**src/rtl/c2c_pkg.sv**
```systemverilog
// Shared types for the core-to-cache write buffer: entry layout, word-index width
// and the lane-wise byte merge used when stores coalesce.
package c2c_pkg;

  localparam int C2C_XLEN   = 32;
  localparam int C2C_NB     = C2C_XLEN / 8;
  localparam int C2C_OFFW   = $clog2(C2C_NB);
  localparam int C2C_WIDX_W = C2C_XLEN - C2C_OFFW;

  typedef struct packed {
    logic [C2C_WIDX_W-1:0] widx;
    logic [C2C_NB-1:0]     sel;
    logic [C2C_XLEN-1:0]   data;
  } wb_entry_t;

  // Bytes whose enable is set come from new_d, the rest keep old_d.
  function automatic logic [C2C_XLEN-1:0] byte_merge(input logic [C2C_XLEN-1:0] old_d,
                                                     input logic [C2C_XLEN-1:0] new_d,
                                                     input logic [C2C_NB-1:0]   be);
    logic [C2C_XLEN-1:0] r;
    r = old_d;
    for (int b = 0; b < C2C_NB; b++)
      if (be[b]) r[8*b +: 8] = new_d[8*b +: 8];
    return r;
  endfunction

endpackage

```
**src/rtl/c2c_write_buffer.sv**
```systemverilog
// In-order store buffer between the core write channel and the memory write port,
// with a load hazard check. Define C2C_WB_COALESCE_EN to merge same-word stores into the tail.
module c2c_write_buffer
  import c2c_pkg::*;
#(
  parameter int XLEN  = C2C_XLEN,
  parameter int DEPTH = 4
) (
  input  logic              clk,
  input  logic              rst_n,
  input  logic              we,
  input  logic [XLEN/8-1:0] sel,
  input  logic [XLEN-1:0]   addr,
  input  logic [XLEN-1:0]   data,
  output logic              ack,
  output logic              mem_we,
  output logic [XLEN/8-1:0] mem_sel,
  output logic [XLEN-1:0]   mem_addr,
  output logic [XLEN-1:0]   mem_data,
  input  logic              mem_ack,
  input  logic [XLEN-1:0]   ld_addr,
  output logic              ld_hit,
  output logic              empty
);

  localparam int NB   = XLEN / 8;
  localparam int OFFW = $clog2(NB);
  localparam int PW   = $clog2(DEPTH);
  localparam int CW   = $clog2(DEPTH + 1);

  wb_entry_t         ent_q [DEPTH];
  logic [DEPTH-1:0]  vld_q;
  logic [PW-1:0]     wr_ptr_q, rd_ptr_q;
  logic [CW-1:0]     count_q;
  logic              ack_q;

  logic              req, full, merge, alloc, pop;
  logic [XLEN-OFFW-1:0] word, ld_word;
  wb_entry_t         head;

  // Byte offsets never take part in matching or storage.
  logic unused_lowbits;
  assign unused_lowbits = ^{addr[OFFW-1:0], ld_addr[OFFW-1:0]};

  assign word    = addr[XLEN-1:OFFW];
  assign ld_word = ld_addr[XLEN-1:OFFW];
  assign req     = we && !ack_q;
  assign full    = (count_q == CW'(DEPTH));
  assign empty   = (count_q == '0);
  assign pop     = !empty && mem_ack;

`ifdef C2C_WB_COALESCE_EN
  logic [PW-1:0] tail_ptr;
  assign tail_ptr = wr_ptr_q - PW'(1);
  // count>=2 keeps the head, which may be mid-handshake on the mem port, untouched.
  assign merge = req && (count_q >= CW'(2)) && (ent_q[tail_ptr].widx == word);
`else
  assign merge = 1'b0;
`endif

  assign alloc = req && !merge && !full;

  assign head     = ent_q[rd_ptr_q];
  assign ack      = ack_q;
  assign mem_we   = !empty;
  assign mem_sel  = head.sel;
  assign mem_addr = {head.widx, {OFFW{1'b0}}};
  assign mem_data = head.data;

  always_comb begin
    ld_hit = 1'b0;
    for (int i = 0; i < DEPTH; i++)
      if (vld_q[i] && ent_q[i].widx == ld_word) ld_hit = 1'b1;
  end

  always_ff @(posedge clk or negedge rst_n) begin
    if (!rst_n) begin
      for (int i = 0; i < DEPTH; i++) ent_q[i] <= '0;
      vld_q    <= '0;
      wr_ptr_q <= '0;
      rd_ptr_q <= '0;
      count_q  <= '0;
      ack_q    <= 1'b0;
    end else begin
      ack_q <= alloc || merge;
      if (alloc) begin
        ent_q[wr_ptr_q] <= '{widx: word, sel: sel, data: data};
        vld_q[wr_ptr_q] <= 1'b1;
        wr_ptr_q        <= wr_ptr_q + PW'(1);
      end
`ifdef C2C_WB_COALESCE_EN
      if (merge) begin
        ent_q[tail_ptr].sel  <= ent_q[tail_ptr].sel | sel;
        ent_q[tail_ptr].data <= byte_merge(ent_q[tail_ptr].data, data, sel);
      end
`endif
      if (pop) begin
        vld_q[rd_ptr_q] <= 1'b0;
        rd_ptr_q        <= rd_ptr_q + PW'(1);
      end
      case ({alloc, pop})
        2'b10:   count_q <= count_q + CW'(1);
        2'b01:   count_q <= count_q - CW'(1);
        default: count_q <= count_q;
      endcase
    end
  end

endmodule

```
**config.mk**
```make
export PLATFORM = sky130hd
export DESIGN_NAME = c2c_write_buffer
export DESIGN_NICKNAME = d
export VERILOG_FILES = /design/src/rtl/c2c_pkg.sv /design/src/rtl/c2c_write_buffer.sv
export SDC_FILE = /design/constraint.sdc
export NUM_CORES = 1
export LEC_CHECK = 0
export ABC_CLOCK_PERIOD_IN_PS = 3830
export BUFFER_PORTS_ARGS = -buffer_cell sky130_fd_sc_hd__buf_2
export CORE_ASPECT_RATIO = 1.75
export CORE_MARGIN = 2
export CORE_UTILIZATION = 30
export CTS_CLUSTER_SIZE = 10
export DETAILED_ROUTE_END_ITERATION = 16
export GPL_ROUTABILITY_DRIVEN = 0
export PLACE_DENSITY_LB_ADDON = 0.2
export SLEW_MARGIN = 40
export SYNTH_ARGS = -nofsm -noshare
export SYNTH_HDL_FRONTEND = slang
export SYNTH_SLANG_ARGS = --single-unit
```
**constraint.sdc**
```tcl
create_clock -name clk -period 3.83 [get_ports clk]
set_input_delay 0.1915 -clock clk [delete_from_list [all_inputs] [get_ports clk]]
set_output_delay 0.1915 -clock clk [all_outputs]
set_load 0.02 [all_outputs]
```
Yosys cells after proc, flatten, opt, wreduce, memory -nomap -nowiden
Index checks and enable logic that the tools add are counted.
{"block": "totals", "rom_bits": 0, "mem_bits_rw": 0, "wordCells": 72, "regBits": 276, "latch_bits": 0, "input_bits": 104, "memories": 0, "output_inout_bits": 72}
{"block": "classes", "n_mul": 0, "div_mod_pow": 0, "shift": 0, "addsub": 4, "n_reduce_logical": 15, "n_mux": 17, "bitwise_logic": 5, "eq_ne": 7, "n_lt_le_gt_ge": 7}
{"cell": "264-bit bitwise mux", "count": 1}
{"cell": "66-bit 2-to-1 mux", "count": 3}
{"cell": "66-bit binary-select mux with 2-bit select", "count": 1}
{"cell": "66-bit demux with 2-bit select", "count": 1}
{"cell": "30-bit equality test", "count": 4}
{"cell": "1-bit logical AND", "count": 10}
{"cell": "4-bit 2-to-1 mux", "count": 2}
{"cell": "3-bit >= comparator (second input constant)", "count": 2}
{"cell": "2-bit by 3-bit less-than comparator with 1-bit output (second input constant)", "count": 2}
{"cell": "1-bit 2-to-1 mux", "count": 6}
{"cell": "2-bit inverter with 3-bit output", "count": 2}
{"cell": "3-bit case mux with 2 select lines", "count": 1}
{"cell": "2-bit by 1-bit adder with 2-bit output (second input constant)", "count": 2}
{"cell": "4-bit bitwise AND", "count": 1}
{"cell": "1-bit demux with 2-bit select", "count": 2}
{"cell": "2-bit by 1-bit >= comparator with 1-bit output (second input constant)", "count": 2}
{"cell": "4-bit inverter", "count": 1}
{"cell": "4-bit bitwise OR", "count": 1}
{"cell": "3-bit by 1-bit adder with 3-bit output (second input constant)", "count": 1}
{"cell": "3-bit equality test (second input constant)", "count": 1}
{"cell": "1-bit zero test", "count": 3}
{"cell": "3-bit zero test", "count": 1}
{"cell": "3-bit by 1-bit less-than comparator with 1-bit output (second input constant)", "count": 1}
{"cell": "3-bit by 1-bit subtractor with 3-bit output (second input constant)", "count": 1}
{"cell": "other kinds (3)", "count": 3}

Longest topological paths before layout
{"block": "depth", "ltp_word": 8, "ltp_mapped": 10}

Least setup slack after synthesis
OpenSTA, ideal clock, no wires.
{"block": "synth_timing", "path_kind": "register to register", "start": "register count_q[2]", "end": "register count_q[2]", "period_less_slack_ns": 2.155, "stages_incl_launch_ff": 10, "t_arrival_ns": 2.029, "path_slack_ns": 1.675, "t_required_ns": 3.705, "path_cell_list": "dfrtp_1 or3_1 and2_1 clkbuf_1 ha_1 inv_1 fa_1 xor2_1 nor2_1 xor2_1"}
{"block": "synth_between", "elab_chain_len": 5}
{"element": "start: declaration", "line": "c2c_write_buffer.sv:34", "text": "logic [CW-1:0] count_q;"}
{"element": "start signal: assignment", "line": "c2c_write_buffer.sv:102", "text": "2'b10: count_q <= count_q + CW'(1);"}
{"element": "start signal: assignment", "line": "c2c_write_buffer.sv:103", "text": "2'b01: count_q <= count_q - CW'(1);"}
{"element": "start signal: assignment", "line": "c2c_write_buffer.sv:104", "text": "default: count_q <= count_q;"}
{"element": "3-bit zero test *", "line": "c2c_write_buffer.sv:49", "text": "assign empty = (count_q == '0);"}
{"element": "1-bit zero test *"}
{"element": "named net mem_we", "line": "c2c_write_buffer.sv:16", "text": "output logic mem_we,"}
{"element": "1-bit logical AND *", "line": "c2c_write_buffer.sv:50", "text": "assign pop = !empty && mem_ack;"}
{"element": "2-bit by 1-bit equality test with 1-bit output or 2-bit equality test (tied branches)", "line": "c2c_write_buffer.sv:101", "text": "case ({alloc, pop})"}
{"element": "3-bit case mux with 2 select lines or 2-bit nonzero test (tied branches)"}
The timed path passes the listed nets; every way through them passes the cells marked *.
A chain may end at the register's enable or synchronous reset.

Final worst setup path
{"block": "layout_timing", "start": "register ent_q[196] (netlist name)", "end": "output ld_hit"}
{"block": "layout_between", "elab_chain_len": 5}
{"element": "start: declaration", "line": "c2c_write_buffer.sv:31", "text": "wb_entry_t ent_q [DEPTH];"}
{"element": "start signal: indexed assignment", "line": "c2c_write_buffer.sv:87", "text": "ent_q[wr_ptr_q] <= '{widx: word, sel: sel, data: data};"}
{"element": "30-bit equality test", "line": "c2c_write_buffer.sv:73", "text": "if (vld_q[i] && ent_q[i].widx == ld_word) ld_hit = 1'b1;"}
{"element": "1-bit logical AND", "line": "c2c_write_buffer.sv:73"}
{"element": "1-bit 2-to-1 mux (3 in series)", "line": "c2c_write_buffer.sv:73"}
{"element": "end: declaration", "line": "c2c_write_buffer.sv:22", "text": "output logic ld_hit,"}
No other way between the ends.

==> flow_summary.toml <==
[place]
dpl.cell_count = 1572
place_hpwl_um = 26100
port_buffers = 169
place_area_sq_um = 15000

[setup_path]
r2r_start = "count_q[0]$_DFFE_PN0P_"
cp.arrival_ns = 2.69
end_kind = "output port"
rrSetupSlack_ns = 1.48
r2r-end = "ent_q[221]$_DFFE_PN0P_"
startpoint_type = "register"
worstSetupPathType = "register to output port"
cp.required_ns = 3.64
crit_fanout = 3
reg2reg_depth = 6

[logic_synthesis]
yosysMostFrequentCell = "dfrtp_1"
muxShareOfSynthArea = 0.342
synth-edff-count = 0
synth-adder-area-share = 0.00981
synth-seq-cells = 276
synth_xor_area_frac = 0.0810
synth.distinct_cells = 27
synth-compound-area-share = 0.00564
synthCells = 877
synth_top_family_by_area = "multiplexers"
synth_top_area_frac = 0.511
ys_seq_area_frac = 0.511
synth-simple-area-share = 0.0220
ys.flop_type = "dfrtp_1"
synth.avg_cell_area_sq_um = 15.4
yosysWarnings = 0
yosysTopAreaCell = "dfrtp_1"
ys_top_cells_by_count = "276 x dfrtp_1, 224 x mux2_2, 79 x xnor2_1, 66 x mux4_2, 46 x xor2_1"
ys_top_cells_by_area = "dfrtp_1 51%, mux2_2 19%, mux4_2 11%"
synthArstFlopShare = 1.00
synth_area_sq_um = 13500

[power]
power_frac_comb = 0.460
p_int_mw = 9.52
power.switching_mw = 5.68
ir_drop_mv = 0.402
swShare = 0.374
power_mw = 15.2
p_leak_nw = 7.16
power.density_nw_per_um2 = 923
power_frac_clock = 0.170
seq_power_share = 0.370

[detailed_routing]
num_vias = 8153
first_pass_iters = 4
routed_wl_um = 38400
vias_per_cell = 4.86
wire_per_inst_um = 22.9
drt_iter0_drc = 262
drc = 0
ant_nets = 0

[sta]
setup_tns_ns = 0
fmax_ghz = 0.347
drv_slew = 0
rsz0062_at_grt = "no"
post-route-period-util = 0.753
maxSlewHeadroom = 0.385
tightest_slew_ns = 0.915
min_period_ns = 2.88
setup_viol = 0
worst_clock_skew_ns = 0.00903
hold_viol = 0

[clocking]
cts_buffer_depth = 3
cts_sinks = 276
cts.clk_slew.worst_paths_ns = 0.06
htreeDepth = 1
ctsResizeCount = 0
root_buffer = "clkbuf_16"
post_cts_buffers = 0
cts_buffers = 31
cts_tree = "yes"
clk_latency_ns = 0.56

[flow_run]
max_cap_viol_count = 0

[final_layout]
fin_cells = 1676
nets = 1215
stdcell_area_sq_um = 16500
fillers = 4340
drive_gt1_frac = 0.502
area_delta_synth_final_pct = 21.8
antenna_cells = 0

[worst_hold_path]
worstHoldPathType = "input pin to asynchronous set/reset pin"

[floorplanning]
start_util = 0.304
fp.dieArea_sq_um = 46900
die_x_um = 164
ios = 176
die_h_um = 285
rows = 102
core_sq_um = 44400

[global_routing]
met1_usage = 0.184
grt_max_degree = 61
antenna_found_initial = 1
overflow = 0
busiest_layer = "met2"
grt_first_pass_wirelength_um = 58600
grt_pass1_vias = 9342
grt_use_met3 = 0.0249
use_met2 = 0.316
grtUsageTotal = 0.166

[status]
status = "finished, final reports clean"
==> critical path: stages, from the launching register on <==
cell and delay, ns:
dfrtp_1 0.40, xnor2_1 0.45, nand4_1 0.22, nor4_1 0.57, nand4_1 0.17, nand4_1 0.14
buf_2 0.18
==> logic make-up after synthesis <==
logic type,Yosys count
AOI/OAI and AO/OA,11
xor gates and xnor gates,125
adders and majority gates,10
buffers and inverters,73
DFF,276
muxes,331
other,1
and+or+nand+nor,50
==> registers in the layout (all words and copies together), names as in the netlist <==
register,cells
count_q,3
rd_ptr_q,2
ack,1
vld_q,4
wr_ptr_q,2
ent_q,264
==> worst max-delay path by stage <==
stage,start,endpoint,slack [ns],cells after the start
floorplan,count_q[2]$_DFFE_PN0P_,count_q[2]$_DFFE_PN0P_,1.68,9
global route,ent_q[196]$_DFFE_PN0P_,ld_hit,0.88,6
global placement,ent_q[196]$_DFFE_PN0P_,ld_hit,1.42,6
detailed placement,ent_q[196]$_DFFE_PN0P_,ld_hit,1.42,6
finish,ent_q[196]$_DFFE_PN0P_,ld_hit,0.95,6
CTS,ent_q[196]$_DFFE_PN0P_,ld_hit,0.81,6
==> layout by cell type, fill, tap and decap left out, drive strengths merged <==
cell type,netlist,final
and2,1,1
mux2,264,264
nor4,16,16
o21ai,2,2
nand2,6,6
buf,34,185
ha,9,9
xnor2,79,79
nand4,25,25
nor2,1,1
mux2i,1,1
inv,10,10
mux4,66,66
dfrtp,276,276
dlygate4sd3,0,68
clkbuf,29,36
or3,1,1
a21oi,8,8
fa,1,1
conb,1,2
xor2,46,46
a311oi,1,1
==> metal layers <==
| layer | part of all wire | wire, um |
|---|---|---|
| met2 | 0.55 | 21300 |
| met1 | 0.37 | 14300 |
| met3 | 0.039 | 1510 |
| met4 | 0.034 | 1290 |
| met5 | 0.00034 | 13 |
==> what timing repair did <==
| action | CTS | global route |
|---|---|---|
| hold endpoints to repair | 373 | 0 |
| hold buffers | 68 | 0 |
| endpoints found under the setup margin | 0 | 0 |
==> final cells by class <==
type | count | area, sq um | share of cell area
inverters | 10 | 37.5 | 0.00228
multi-input cells | 529 | 6260 | 0.380
clock buffers | 36 | 795 | 0.0482
repair buffers | 253 | 1760 | 0.107
flip-flops and latches | 276 | 6910 | 0.420
well taps | 572 | 716 | 0.0434
==> per-stage QoR <==
step	hold slack, ns	setup WS [ns]	util
finish	0.128	0.946	0.371
global route	0.154	0.876	0.371
CTS	0.129	0.807	0.371
detailed placement	0.146	1.42	0.338
floorplan	-0.104	1.68	-
global placement	0.334	1.42	0.337
==> power by group through the flow <==
| stage | combinational (mW) | clock, mW | sequential (mW) |
|---|---|---|---|
| 6_report | 6.99 | 2.58 | 5.63 |
| 2_1_floorplan | 5.24 | 0 | 5.15 |
| 3_5_place_dp | 7.06 | 0 | 5.70 |
| 5_1_grt | 7.47 | 2.81 | 5.83 |
| 3_3_place_gp | 7.00 | 0 | 5.65 |
| 4_1_cts | 7.15 | 2.71 | 5.65 |
Note: power is estimated with default switching activity, not from simulation.
